### src/rtl/player_pkg.sv
//------------------------------------------------------------------------------
// Module   : player_pkg
// Purpose  : Shared types, constants and 7-segment lookup for pattern_player.
// Revision : 1.0 - initial release
//------------------------------------------------------------------------------
`default_nettype none

package player_pkg;

    typedef enum logic [1:0] {
        MODE_LOOP     = 2'd0,
        MODE_PINGPONG = 2'd1,
        MODE_ONESHOT  = 2'd2,
        MODE_HOLD     = 2'd3
    } mode_e;

    localparam logic [6:0] HEX_BLANK = 7'h7F;

    // Active-low segments, bit order {g,f,e,d,c,b,a}.
    function automatic logic [6:0] seg7_lut(input logic [3:0] nib);
        logic [6:0] seg;
        case (nib)
            4'h0: seg = 7'h40;
            4'h1: seg = 7'h79;
            4'h2: seg = 7'h24;
            4'h3: seg = 7'h30;
            4'h4: seg = 7'h19;
            4'h5: seg = 7'h12;
            4'h6: seg = 7'h02;
            4'h7: seg = 7'h78;
            4'h8: seg = 7'h00;
            4'h9: seg = 7'h10;
            4'hA: seg = 7'h08;
            4'hB: seg = 7'h03;
            4'hC: seg = 7'h46;
            4'hD: seg = 7'h21;
            4'hE: seg = 7'h06;
            default: seg = 7'h0E;
        endcase
        return seg;
    endfunction

endpackage

`default_nettype wire

### src/rtl/rise_detect.sv
//------------------------------------------------------------------------------
// Module   : rise_detect
// Purpose  : One-cycle pulse on each rising edge of a synchronous level.
// Revision : 1.0 - initial release
//------------------------------------------------------------------------------
`default_nettype none

module rise_detect (
    input  logic clk,
    input  logic rst,
    input  logic i_level,
    output logic o_rise
);

    logic r_prev;

    always_ff @(posedge clk) begin
        if (rst) begin
            r_prev <= 1'b0;
        end else begin
            r_prev <= i_level;
        end
    end

    assign o_rise = i_level & ~r_prev;

endmodule

`default_nettype wire

### src/rtl/pattern_player.sv
//------------------------------------------------------------------------------
// Module   : pattern_player
// Purpose  : Tick-driven LED pattern sequencer with LOOP/PINGPONG/ONESHOT/HOLD
//            playback over a latency-ROM. Optional macro PLAYER_HEX_EN enables
//            the 7-segment display of seq_num on hex1/hex0.
// Revision : 1.0 - initial release
//------------------------------------------------------------------------------
`default_nettype none

module pattern_player #(
    parameter int NUM_SEQ  = 64,
    parameter int NUM_STEP = 16,
    parameter int LED_W    = 10,
    parameter int ROM_LAT  = 1,
    localparam int SEQ_W   = (NUM_SEQ  > 1) ? $clog2(NUM_SEQ)  : 1,
    localparam int STEP_W  = (NUM_STEP > 1) ? $clog2(NUM_STEP) : 1
) (
    input  logic                    CLK_50,
    input  logic                    reset,
    input  logic                    tick,
    input  logic                    pb_seq_up,
    input  logic                    pb_seq_dn,
    input  logic [1:0]              mode,
    input  logic                    pause,
    output logic [SEQ_W+STEP_W-1:0] rom_addr,
    input  logic [LED_W-1:0]        rom_data,
    output logic [LED_W-1:0]        led,
    output logic [SEQ_W-1:0]        seq_num,
    output logic [STEP_W-1:0]       step,
    output logic                    done,
    output logic [6:0]              hex1,
    output logic [6:0]              hex0
);

    import player_pkg::*;

    localparam logic [SEQ_W-1:0]  c_seq_last  = SEQ_W'(NUM_SEQ - 1);
    localparam logic [STEP_W-1:0] c_step_last = STEP_W'(NUM_STEP - 1);
    localparam logic [STEP_W-1:0] c_step_pen  = STEP_W'((NUM_STEP > 1) ? NUM_STEP - 2 : 0);

    logic                w_up_rise;
    logic                w_dn_rise;
    mode_e               w_mode;
    logic [SEQ_W-1:0]    w_seq_nxt;
    logic [STEP_W-1:0]   w_step_nxt;
    logic                w_dir_nxt;
    logic                w_done_nxt;
    logic                w_upd;

    logic [SEQ_W-1:0]    r_seq;
    logic [STEP_W-1:0]   r_step;
    logic                r_dir_back;
    logic                r_done;
    mode_e               r_mode_prev;
    logic [ROM_LAT-1:0]  r_upd_pipe;
    logic [LED_W-1:0]    r_led;

    rise_detect u_rise_up (
        .clk     (CLK_50),
        .rst     (reset),
        .i_level (pb_seq_up),
        .o_rise  (w_up_rise)
    );

    rise_detect u_rise_dn (
        .clk     (CLK_50),
        .rst     (reset),
        .i_level (pb_seq_dn),
        .o_rise  (w_dn_rise)
    );

    assign w_mode = mode_e'(mode);

    // Sequence change beats a mode change, which beats a tick; the losers are dropped.
    always_comb begin
        w_seq_nxt  = r_seq;
        w_step_nxt = r_step;
        w_dir_nxt  = r_dir_back;
        w_done_nxt = r_done;
        if (w_up_rise && !w_dn_rise) begin
            w_seq_nxt  = (r_seq == c_seq_last) ? '0 : r_seq + 1'b1;
            w_step_nxt = '0;
            w_dir_nxt  = 1'b0;
            w_done_nxt = 1'b0;
        end else if (!w_up_rise && w_dn_rise) begin
            w_seq_nxt  = (r_seq == '0) ? c_seq_last : r_seq - 1'b1;
            w_step_nxt = '0;
            w_dir_nxt  = 1'b0;
            w_done_nxt = 1'b0;
        end else if (w_mode != r_mode_prev) begin
            w_dir_nxt  = 1'b0;
            w_done_nxt = 1'b0;
        end else if (tick && !pause) begin
            case (w_mode)
                MODE_LOOP: begin
                    w_step_nxt = (r_step == c_step_last) ? '0 : r_step + 1'b1;
                end
                MODE_PINGPONG: begin
                    if (NUM_STEP > 1) begin
                        if (!r_dir_back) begin
                            if (r_step == c_step_last) begin
                                w_dir_nxt  = 1'b1;
                                w_step_nxt = c_step_pen;
                            end else begin
                                w_step_nxt = r_step + 1'b1;
                            end
                        end else begin
                            if (r_step == '0) begin
                                w_dir_nxt  = 1'b0;
                                w_step_nxt = STEP_W'(1);
                            end else begin
                                w_step_nxt = r_step - 1'b1;
                            end
                        end
                    end
                end
                MODE_ONESHOT: begin
                    if (r_step == c_step_last) begin
                        w_done_nxt = 1'b1;
                    end else begin
                        w_step_nxt = r_step + 1'b1;
                    end
                end
                default: begin
                end
            endcase
        end
    end

    assign w_upd = (w_seq_nxt != r_seq) || (w_step_nxt != r_step);

    always_ff @(posedge CLK_50) begin
        if (reset) begin
            r_seq       <= '0;
            r_step      <= '0;
            r_dir_back  <= 1'b0;
            r_done      <= 1'b0;
            r_mode_prev <= w_mode;
            r_upd_pipe  <= '0;
            r_led       <= '0;
        end else begin
            r_seq       <= w_seq_nxt;
            r_step      <= w_step_nxt;
            r_dir_back  <= w_dir_nxt;
            r_done      <= w_done_nxt;
            r_mode_prev <= w_mode;
            r_upd_pipe  <= (r_upd_pipe << 1) | ROM_LAT'(w_upd);
            if (r_upd_pipe[ROM_LAT-1]) begin
                r_led <= rom_data;
            end
        end
    end

    assign rom_addr = {r_seq, r_step};
    assign led      = r_led;
    assign seq_num  = r_seq;
    assign step     = r_step;
    assign done     = r_done;

`ifdef PLAYER_HEX_EN
    logic [7:0] w_seq8;
    logic [6:0] r_hex1;
    logic [6:0] r_hex0;

    assign w_seq8 = 8'(r_seq);

    always_ff @(posedge CLK_50) begin
        if (reset) begin
            r_hex1 <= HEX_BLANK;
            r_hex0 <= HEX_BLANK;
        end else begin
            r_hex1 <= seg7_lut(w_seq8[7:4]);
            r_hex0 <= seg7_lut(w_seq8[3:0]);
        end
    end

    assign hex1 = r_hex1;
    assign hex0 = r_hex0;
`else
    assign hex1 = HEX_BLANK;
    assign hex0 = HEX_BLANK;
`endif

endmodule

`default_nettype wire
### config.mk
export PLATFORM = sky130hd
export DESIGN_NAME = pattern_player
export DESIGN_NICKNAME = d
export VERILOG_FILES = /design/src/rtl/player_pkg.sv /design/src/rtl/rise_detect.sv /design/src/rtl/pattern_player.sv
export SDC_FILE = /design/constraint.sdc
export NUM_CORES = 1
export LEC_CHECK = 0
export BUFFER_PORTS_ARGS = -buffer_cell sky130_fd_sc_hd__buf_2
export CAP_MARGIN = 20
export CORE_ASPECT_RATIO = 0.5
export CORE_MARGIN = 4
export CORE_UTILIZATION = 45
export DETAILED_ROUTE_END_ITERATION = 8
export PLACE_DENSITY = 0.72
export SYNTH_ARGS = -nofsm -noshare
export SYNTH_HDL_FRONTEND = slang
export SYNTH_SLANG_ARGS = --single-unit
### constraint.sdc
create_clock -name CLK_50 -period 4.6 [get_ports CLK_50]
set_clock_uncertainty 0.2 [all_clocks]
set_input_delay 0.69 -clock CLK_50 [delete_from_list [all_inputs] [get_ports CLK_50]]
set_output_delay 0.69 -clock CLK_50 [all_outputs]
set_load 0.01 [all_outputs]
# Word level (Yosys, flattened, before mapping)
# Cells that the tools add are included.
# word_totals
mem_bits_ro,0
ramBits,0
latch_bits,0
n_memories,0
out_inout_bits,45
input_bits,18
regBits,27
# op_classes
multipliers,0
n_mux,17
shift,0
n_addsub,4
bitwise_logic,4
n_lt_le_gt_ge,0
n_eq_ne,7
reduce_logical,13
div,0
# op_table
operator,count
$mux W4,9
$mux W6,4
$pmux W4 S3,1
$add A6 B1 Y6 const B,1
$eq A6 B6 Y1 const B,1
$logic_not A6 Y1,1
$ne A6 B6 Y1,1
$sub A6 B1 Y6 const B,1
$add A4 B1 Y4 const B,1
$eq A4 B4 Y1 const B,1
$logic_not A4 Y1,1
$ne A4 B4 Y1,1
$reduce_or A4 Y1,1
$sub A4 B1 Y4 const B,1
$logic_and A1 B1 Y1,3
$logic_not A1 Y1,3
$mux W1,3
$reduce_and A3 Y1,1
$and A1 B1 Y1,2
$eq A2 B1 Y1 const B,1
$eq A2 B2 Y1 const B,1
$logic_not A2 Y1,1
$ne A2 B2 Y1,1
$not A1 Y1,2
2 further kinds,2

# Longest topological paths before layout
# Gate-level depths: netlist of run 1.
# depth
depth_word,10
depth_mapped,8
depth_no_buf,8

# Modules after synthesis
# A second synthesis of run 1 with hierarchy kept.
# unflattened
cells_unflattened,250
area_unflattened_um2,2052.0
# modules_own_cells
module,cells_each,area_per_inst_um2,instances,seq_area_each_um2
pattern_player,244,1956.9,1,500.5
rise_detect,3,47.5,2,20.0

# Least setup slack after synthesis of run 1
# Ideal clock, no wire load.
# synth_path
kind,reg2reg
from,"register r_step[0], in the netlist step[0]"
to,register r_upd_pipe
stages_incl_launch_ff,9
path_buffers,1
path_slack_ns,2.094
setup_ns,0.079
t_arrival_ns,2.227
path_cell_list,dfxtp_1 -> buf_6 -> inv_1 -> ha_1 -> or4_1 -> mux4_2 -> nor4_2 -> nor4bb_1 -> a211oi_2
# synth_via
elab_chain_len,10
# synth_rtl
item,line_no,text
start: declaration,pattern_player.sv:51,logic [STEP_W-1:0] r_step;
start signal: assignment,pattern_player.sv:143,r_step <= w_step_nxt;
$add A4 B1 Y4 (tied with other cells),"pattern_player.sv:96, pattern_player.sv:105, pattern_player.sv:121",
$mux W4 (on tied branches),"pattern_player.sv:101, pattern_player.sv:108",
$mux W4,pattern_player.sv:100,if (!r_dir_back) begin
$pmux W4 S3,pattern_player.sv:94,case (w_mode)
$mux W4,pattern_player.sv:93,end else if (tick && !pause) begin
$mux W4,pattern_player.sv:90,end else if (w_mode != r_mode_prev) begin
$mux W4,pattern_player.sv:85,end else if (!w_up_rise && w_dn_rise) begin
$mux W4,pattern_player.sv:80,if (w_up_rise && !w_dn_rise) begin
$ne A4 B4 Y1 (*),pattern_player.sv:130,assign w_upd = (w_seq_nxt != r_seq) || (w_step_nxt != r_step);
$logic_or A1 B1 Y1 (*),pattern_player.sv:130,
end signal: assignment,pattern_player.sv:147,r_upd_pipe <= (r_upd_pipe << 1) | ROM_LAT'(w_upd);
end: declaration,pattern_player.sv:55,logic [ROM_LAT-1:0] r_upd_pipe;
# Every way passes the cells marked *; elsewhere a longest branch is shown, timed or not.
# A chain may end at the register's enable or synchronous reset.

# Worst setup path after layout of run 1
# Ends and elaborated chain as after synthesis.

==> results of run 1 <==
## metal layers
layer | wire length, µm | share of wire (%) | global-route usage, %
met1 | 1980 | 46 | 20.9
met2 | 2090 | 48 | 26.8
met3 | 232 | 5.4 | 3.05
met4 | 23 | 0.53 | 5.74
met5 | 0 | 0 | 0
## through the flow
step / power [W] / area [µm²] / setup slack [ns] / hold WS (ns) / utilization, %
2_1_floorplan: 0.000390 / 2010 / 2.09 / 0.268 / -
4_1_cts: 0.000554 / 2100 / 1.77 / 0.254 / 51.9
6_report: 0.000545 / 2100 / 1.77 / 0.251 / 51.9
3_3_place_gp: 0.000411 / 2050 / 2.00 / 0.231 / 50.8
5_1_grt: 0.000583 / 2100 / 1.64 / 0.285 / 51.9
3_5_place_dp: 0.000414 / 2050 / 1.80 / 0.240 / 50.8
## logic make-up after synthesis
family,after synthesis,synth area share (%)
flip-flops,27,27.6
other,1,0.191
XOR/XNOR,8,3.95
AND/OR/NAND/NOR,84,24.1
buffers and inverters,46,15.1
multiplexers,13,7.27
AO/OA/AOI/OAI,50,17.4
adder cells (fa/ha/maj),7,4.46
## flip-flops by register name (all words and copies together), names as in the netlist
name              cells
done                  1
led                  10
r_dir_back            1
r_mode_prev           2
r_upd_pipe            1
seq_num               6
step                  4
u_rise_dn.r_prev      1
u_rise_up.r_prev      1
## cells in the final DEF (no fill, tap or decap), drive strengths merged, types with 3 or more instances in the layout
cell type / instances
nand2b: 8
or2: 3
a211oi: 8
clkbuf: 3
xnor2: 4
o21ai: 7
nand3: 9
nor2b: 6
nand2: 11
buf: 48
or4: 4
inv: 8
o211ai: 3
a21oi: 11
ha: 7
a31oi: 7
conb: 14
dfxtp: 27
xor2: 4
mux2i: 12
a211o: 3
nor2: 24
nor3: 3
## cell type report
cell class,instances,share of cell area [%]
inverters,8,1.43
clock inverters,1,0.238
flip-flops and latches,27,25.7
multi-input cells,176,56.0
repair buffers,48,11.4
clock buffers,3,1.97
well taps,54,3.22
## path summary, 6_finish.rpt
| path | cells after the start | slack, ns | endpoint |
|---|---|---|---|
| max | 7 | 1.77 | r_upd_pipe |
| min reg2reg | 2 | 0.25 | done |
| min | 2 | 0.25 | done |
| max reg2reg | 7 | 1.77 | r_upd_pipe |
## worst max-delay path: cells and delay by family, from the launching register on
family          cells  cell delay (ns)
buf+inv             1             0.20
mux                 1             0.51
compound gates      1             0.22
fa+ha+maj           1             0.29
flops               1             0.58
simple gates        3             0.76
## power by group through the flow
stage / clock network (W) / registers, W / logic (W)
after floorplan: 0 / 0.000276 / 0.000115
after global placement: 0 / 0.000281 / 0.000131
after detailed placement: 0 / 0.000281 / 0.000132
after CTS: 0.000145 / 0.000276 / 0.000133
after global routing: 0.000153 / 0.000280 / 0.000149
final: 0.000137 / 0.000276 / 0.000133
==> results.sh, run 1 <==
export IMPL_endpoint_kind="register"
export IMPL_fin_crit_ns=2.83
export IMPL_max_clock_path_buffers=2
export IMPL_ant_nets=0
export IMPL_synth_edf_count=0
export IMPL_viasPerCell=5.35
export IMPL_vdd_drop_max_mv=0.162
export IMPL_antenna_found_initial=0
export IMPL_maxCapViolCount=0
export IMPL_die_area_um2=5540
export IMPL_power_density_nw_per_um2=260
export IMPL_dr_total_vias=1696
export IMPL_coreArea_um2=4040
export IMPL_fin_tns_setup_ns=0
export IMPL_rsz0062_at_grt="no"
export IMPL_drc=0
export IMPL_fillers=402
export IMPL_synth_top_area_share_pct=27.6
export IMPL_hp_start="done"
export IMPL_area_growth_pct=7.02
export IMPL_syn_inst=236
export IMPL_outcome="finished clean"
export IMPL_p_sw_share_pct=32.2
export IMPL_combPwrFrac_pct=24.3
export IMPL_io_buffer_count=48
export IMPL_clkPwrFrac_pct=25.1
export IMPL_netSwitchingPower_w=0.000175
export IMPL_grt_pass1_wl_mm=7.07
export IMPL_initial_core_util_pct=48.5
export IMPL_cts_tree="done"
export IMPL_die_y_um=54.7
export IMPL_synthesis_area_um2=1960
export IMPL_setup_viol=0
export IMPL_yosys_top_cells_area="dfxtp_1 28%, buf_4 9.9%, mux2i_1 6.1%"
export IMPL_seqCellArea_um2=541
export IMPL_post_cts_buffers=0
export IMPL_root_buffer="clkbuf_8"
export IMPL_clk_latency_ns=0.27
export IMPL_drive_above_1_share_pct=24.3
export IMPL_yosysUniqueCellTypes=55
export IMPL_grt_max_degree=22
export IMPL_worst_path_max_fanout=13
export IMPL_worst_hold_path_type="reg2reg"
export IMPL_cts_resized=0
export IMPL_routed_wl_mm=4.32
export IMPL_required_ns=4.60
export IMPL_dp_hpwl_mm=3.26
export IMPL_period_share_pct=61.4
export IMPL_routedWlPerCell_um=13.6
export IMPL_ioPinCount=63
export IMPL_grt_pass1_vias=1511
export IMPL_ys_seq_area_share_pct=27.6
export IMPL_finalNonFillerCells=317
export IMPL_path_class="reg2reg"
export IMPL_cts_sinks=27
export IMPL_htree_num_levels=1
export IMPL_cp_arrival_ns=2.83
export IMPL_grt_usage_pct=16.0
export IMPL_async_flop_share_pct=0
export IMPL_antenna_cells=0
export IMPL_startpoint="step[0]"
export IMPL_yosysTopAreaCell="dfxtp_1"
export IMPL_start_kind="register"
export IMPL_postCtsHoldBufs=0
export IMPL_row_count=16
export IMPL_cts_buffers=3
export IMPL_drt_initial_drc_count=68
export IMPL_synth_ff_type="dfxtp_1"
export IMPL_worst_pin_slew_ns=0.598
export IMPL_crit_chain="inv_1 > ha_1 > or4_1 > mux4_2 > nor4_2 > nor4bb_1 > a211oi_2"
export IMPL_p_leak_nw=0.910
export IMPL_die_w_um=101
export IMPL_cpPeakStageDelay_ns=0.58
export IMPL_nets=289
export IMPL_multi_input_area_um2=1170
export IMPL_drt_pass1_iterations=4
export IMPL_place_congestion=0.885
export IMPL_power_share_sequential_pct=50.6
export IMPL_synth_most_common_cell="dfxtp_1"
export IMPL_place_inst=313
export IMPL_hold_viol_final=0
export IMPL_ys_ff_latch=27
export IMPL_fmax_ghz=0.354
export IMPL_reg2reg_from="step[0]"
export IMPL_relSlewSlack_pct=60.1
export IMPL_yosysWarnings=0
export IMPL_grt_overflow_total=0
export IMPL_synthTopCellsByCount="27 x dfxtp_1, 26 x buf_4, 23 x nor2_1"
export IMPL_final_max_slew_violation_count=0
export IMPL_power_internal_w=0.000370
export IMPL_crit_slowest_cell="dfxtp_1"
export IMPL_avgSynthCellArea_um2=8.31
export IMPL_clk_pin_slew_ns=0.10
Power figures use the tool's default switching activity.
==> run 2, diff against run 1 <==
==> constraint.sdc (replaced) <==
create_clock -name CLK_50 -period 2.81 [get_ports CLK_50]
set_clock_uncertainty 0.2 [all_clocks]
set_input_delay 0.4215 -clock CLK_50 [delete_from_list [all_inputs] [get_ports CLK_50]]
set_output_delay 0.4215 -clock CLK_50 [all_outputs]
set_load 0.01 [all_outputs]
==> run 2 against run 1 <==
Clock power rose by 60%. Fmax is 12% higher. Critical path depth unchanged. Global-route usage about the same. Via count grew 2.2%. Combinational power up 65%. Worst setup slack lost 1.5 ns. Sequential cell count did not move. Clock-buffer cell count rose by 1. Critical endpoint unchanged.
==> results.sh, run 2 (synthesis results as in run 1) <==
export IMPL_outcome="finished clean"
export IMPL_power_density_nw_per_um2=414
export IMPL_relSlewSlack_pct=62.6
export IMPL_grt_pass1_vias=1578
export IMPL_power_share_sequential_pct=50.7
export IMPL_startpoint="step[0]"
export IMPL_cts_tree="done"
export IMPL_area_growth_pct=9.25
export IMPL_ioPinCount=63
export IMPL_wl_met2_mm=2.16
export IMPL_rr_worst_depth=7
export IMPL_critPathBufInv=1
export IMPL_antenna_cells=0
export IMPL_cts_buffers=3
export IMPL_finalNonFillerCells=323
export IMPL_die_w_um=101
export IMPL_coreArea_um2=4040
export IMPL_period_share_pct=90.1
export IMPL_cts_resized=0
export IMPL_worst_pin_slew_ns=0.560
export IMPL_root_buffer="clkbuf_8"
export IMPL_nets=295
export IMPL_p_sw_share_pct=31.5
export IMPL_ant_nets=0
export IMPL_grt_max_degree=22
export IMPL_clk_pin_slew_ns=0.09
export IMPL_start_kind="register"
export IMPL_layout_commonest_cell="buf_2"
export IMPL_worst_path_max_fanout=9
export IMPL_place_congestion=0.900
export IMPL_worstSetupEndpoint="r_upd_pipe"
export IMPL_setup_viol=0
export IMPL_dp_hpwl_mm=3.34
export IMPL_row_count=16
export IMPL_vdd_drop_max_mv=0.272
export IMPL_wl_met3_um=200
export IMPL_wl_met1_mm=1.93
export IMPL_path_depth=7
export IMPL_largest_register_ffs=10
export IMPL_die_area_um2=5540
export IMPL_rr_endpoint="r_upd_pipe"
export IMPL_drc=0
export IMPL_fin_crit_ns=2.53
export IMPL_place_inst=319
export IMPL_dr_total_vias=1734
export IMPL_cpPeakStageDelay_ns=0.49
export IMPL_reg2reg_from="step[0]"
export IMPL_p_leak_nw=0.939
export IMPL_htree_num_levels=1
export IMPL_r2r_slack_ns=0.28
export IMPL_viasPerCell=5.37
export IMPL_grt_usage_pct=16.0
export IMPL_max_clock_path_buffers=2
export IMPL_hold_viol_final=0
export IMPL_drt_pass1_iterations=4
export IMPL_grt_overflow_total=0
export IMPL_worst_hold_path_type="in2reg"
export IMPL_rsz0062_at_grt="no"
export IMPL_crit_slowest_cell="dfxtp_1"
export IMPL_drive_above_1_share_pct=25.7
export IMPL_routedWlPerCell_um=13.5
export IMPL_final_max_slew_violation_count=0
export IMPL_clk_latency_ns=0.27
export IMPL_required_ns=2.81
export IMPL_fin_tns_setup_ns=0
export IMPL_cts_sinks=27
export IMPL_die_y_um=54.7
export IMPL_fmax_ghz=0.395
export IMPL_initial_core_util_pct=48.5
export IMPL_clkPwrFrac_pct=24.7
export IMPL_routed_wl_mm=4.36
export IMPL_cp_top_family="simple AND/OR/NAND/NOR gates"
export IMPL_grt_pass1_wl_mm=7.16
export IMPL_antenna_found_initial=0
export IMPL_post_cts_buffers=0
export IMPL_endpoint_kind="register"
export IMPL_io_buffer_count=48
export IMPL_power_internal_w=0.000608
export IMPL_path_class="reg2reg"
export IMPL_top_layer_used="met4"
export IMPL_cp_arrival_ns=2.53
export IMPL_maxCapViolCount=0
export IMPL_postCtsHoldBufs=0
export IMPL_netSwitchingPower_w=0.000279
export IMPL_combPwrFrac_pct=24.6
export IMPL_worst_slack_ns=0.278
export IMPL_layout_common_cells="48 x buf_2, 27 x dfxtp_1, 23 x nor2_1"
export IMPL_crit_chain="inv_1 > ha_1 > or4_1 > mux4_2 > nor4_2 > nor4bb_1 > a211oi_2"
export IMPL_preCtsSetupSlack_ns=0.284
export IMPL_drt_initial_drc_count=65
[run 2: cell count changes in the layout (fill, tap and decap cells not counted)]
| cell | previous run | this run |
|---|---|---|
| buf_4 | 0 | 6 |
| clkbuf_1 | 0 | 1 |
| clkinv_2 | 1 | 0 |
[run 2: worst register-to-register path: stages (launching register included)]
cell      delay (ns)
dfxtp_1         0.49
inv_1           0.10
ha_1            0.26
or4_1           0.46
mux4_2          0.49
nor4_2          0.16
nor4bb_1        0.10
a211oi_2        0.20
[run 2: stage by stage]
stage | instance area [µm²] | hold slack [ns] | utilization [%] | total power [W]
3_5_place_dp | 2100 | 0.242 | 51.9 | 0.000678
2_1_floorplan | 2010 | 0.249 | - | 0.000639
6_report | 2140 | 0.175 | 53.0 | 0.000887
3_3_place_gp | 2100 | 0.231 | 51.9 | 0.000673
5_1_grt | 2140 | 0.166 | 53.0 | 0.000948
4_1_cts | 2140 | 0.163 | 53.0 | 0.000897
[run 2: worst min-delay path by stage]
| stage | cells after the start | slack, ns | end | start |
|---|---|---|---|---|
| after floorplan | 0 | 0.25 | r_mode_prev[0] | mode[0] |
| after global placement | 2 | 0.23 | done | done |
| after detailed placement | 2 | 0.24 | done | done |
| after CTS | 1 | 0.16 | r_mode_prev[1] | mode[1] |
| after global routing | 1 | 0.17 | r_mode_prev[1] | mode[1] |
| final | 1 | 0.18 | r_mode_prev[1] | mode[1] |
[run 2: area by class of cell]
| class | instances | area [µm²] |
|---|---|---|
| Inverter | 8 | 30.0 |
| Fill cell | 381 | 1900 |
| Tap cell | 54 | 67.6 |
| Timing Repair Buffer | 54 | 285 |
| Clock buffer | 4 | 45.0 |
| Sequential cell | 27 | 541 |
| Multi-Input combinational cell | 176 | 1170 |
[run 2: layer usage]
metal	up-vias	GRT usage (%)
met5	-	0
met4	0	5.74
met3	6	2.93
met2	51	28.6
met1	804	19.8
li1	873	-
[run 2: power by group through the flow]
stage / clock network, W / registers, W / logic (W)
after floorplan: 0 / 0.000451 / 0.000188
after detailed placement: 0 / 0.000459 / 0.000219
after global placement: 0 / 0.000458 / 0.000215
after CTS: 0.000227 / 0.000450 / 0.000220
after global routing: 0.000245 / 0.000457 / 0.000246
final: 0.000219 / 0.000450 / 0.000219
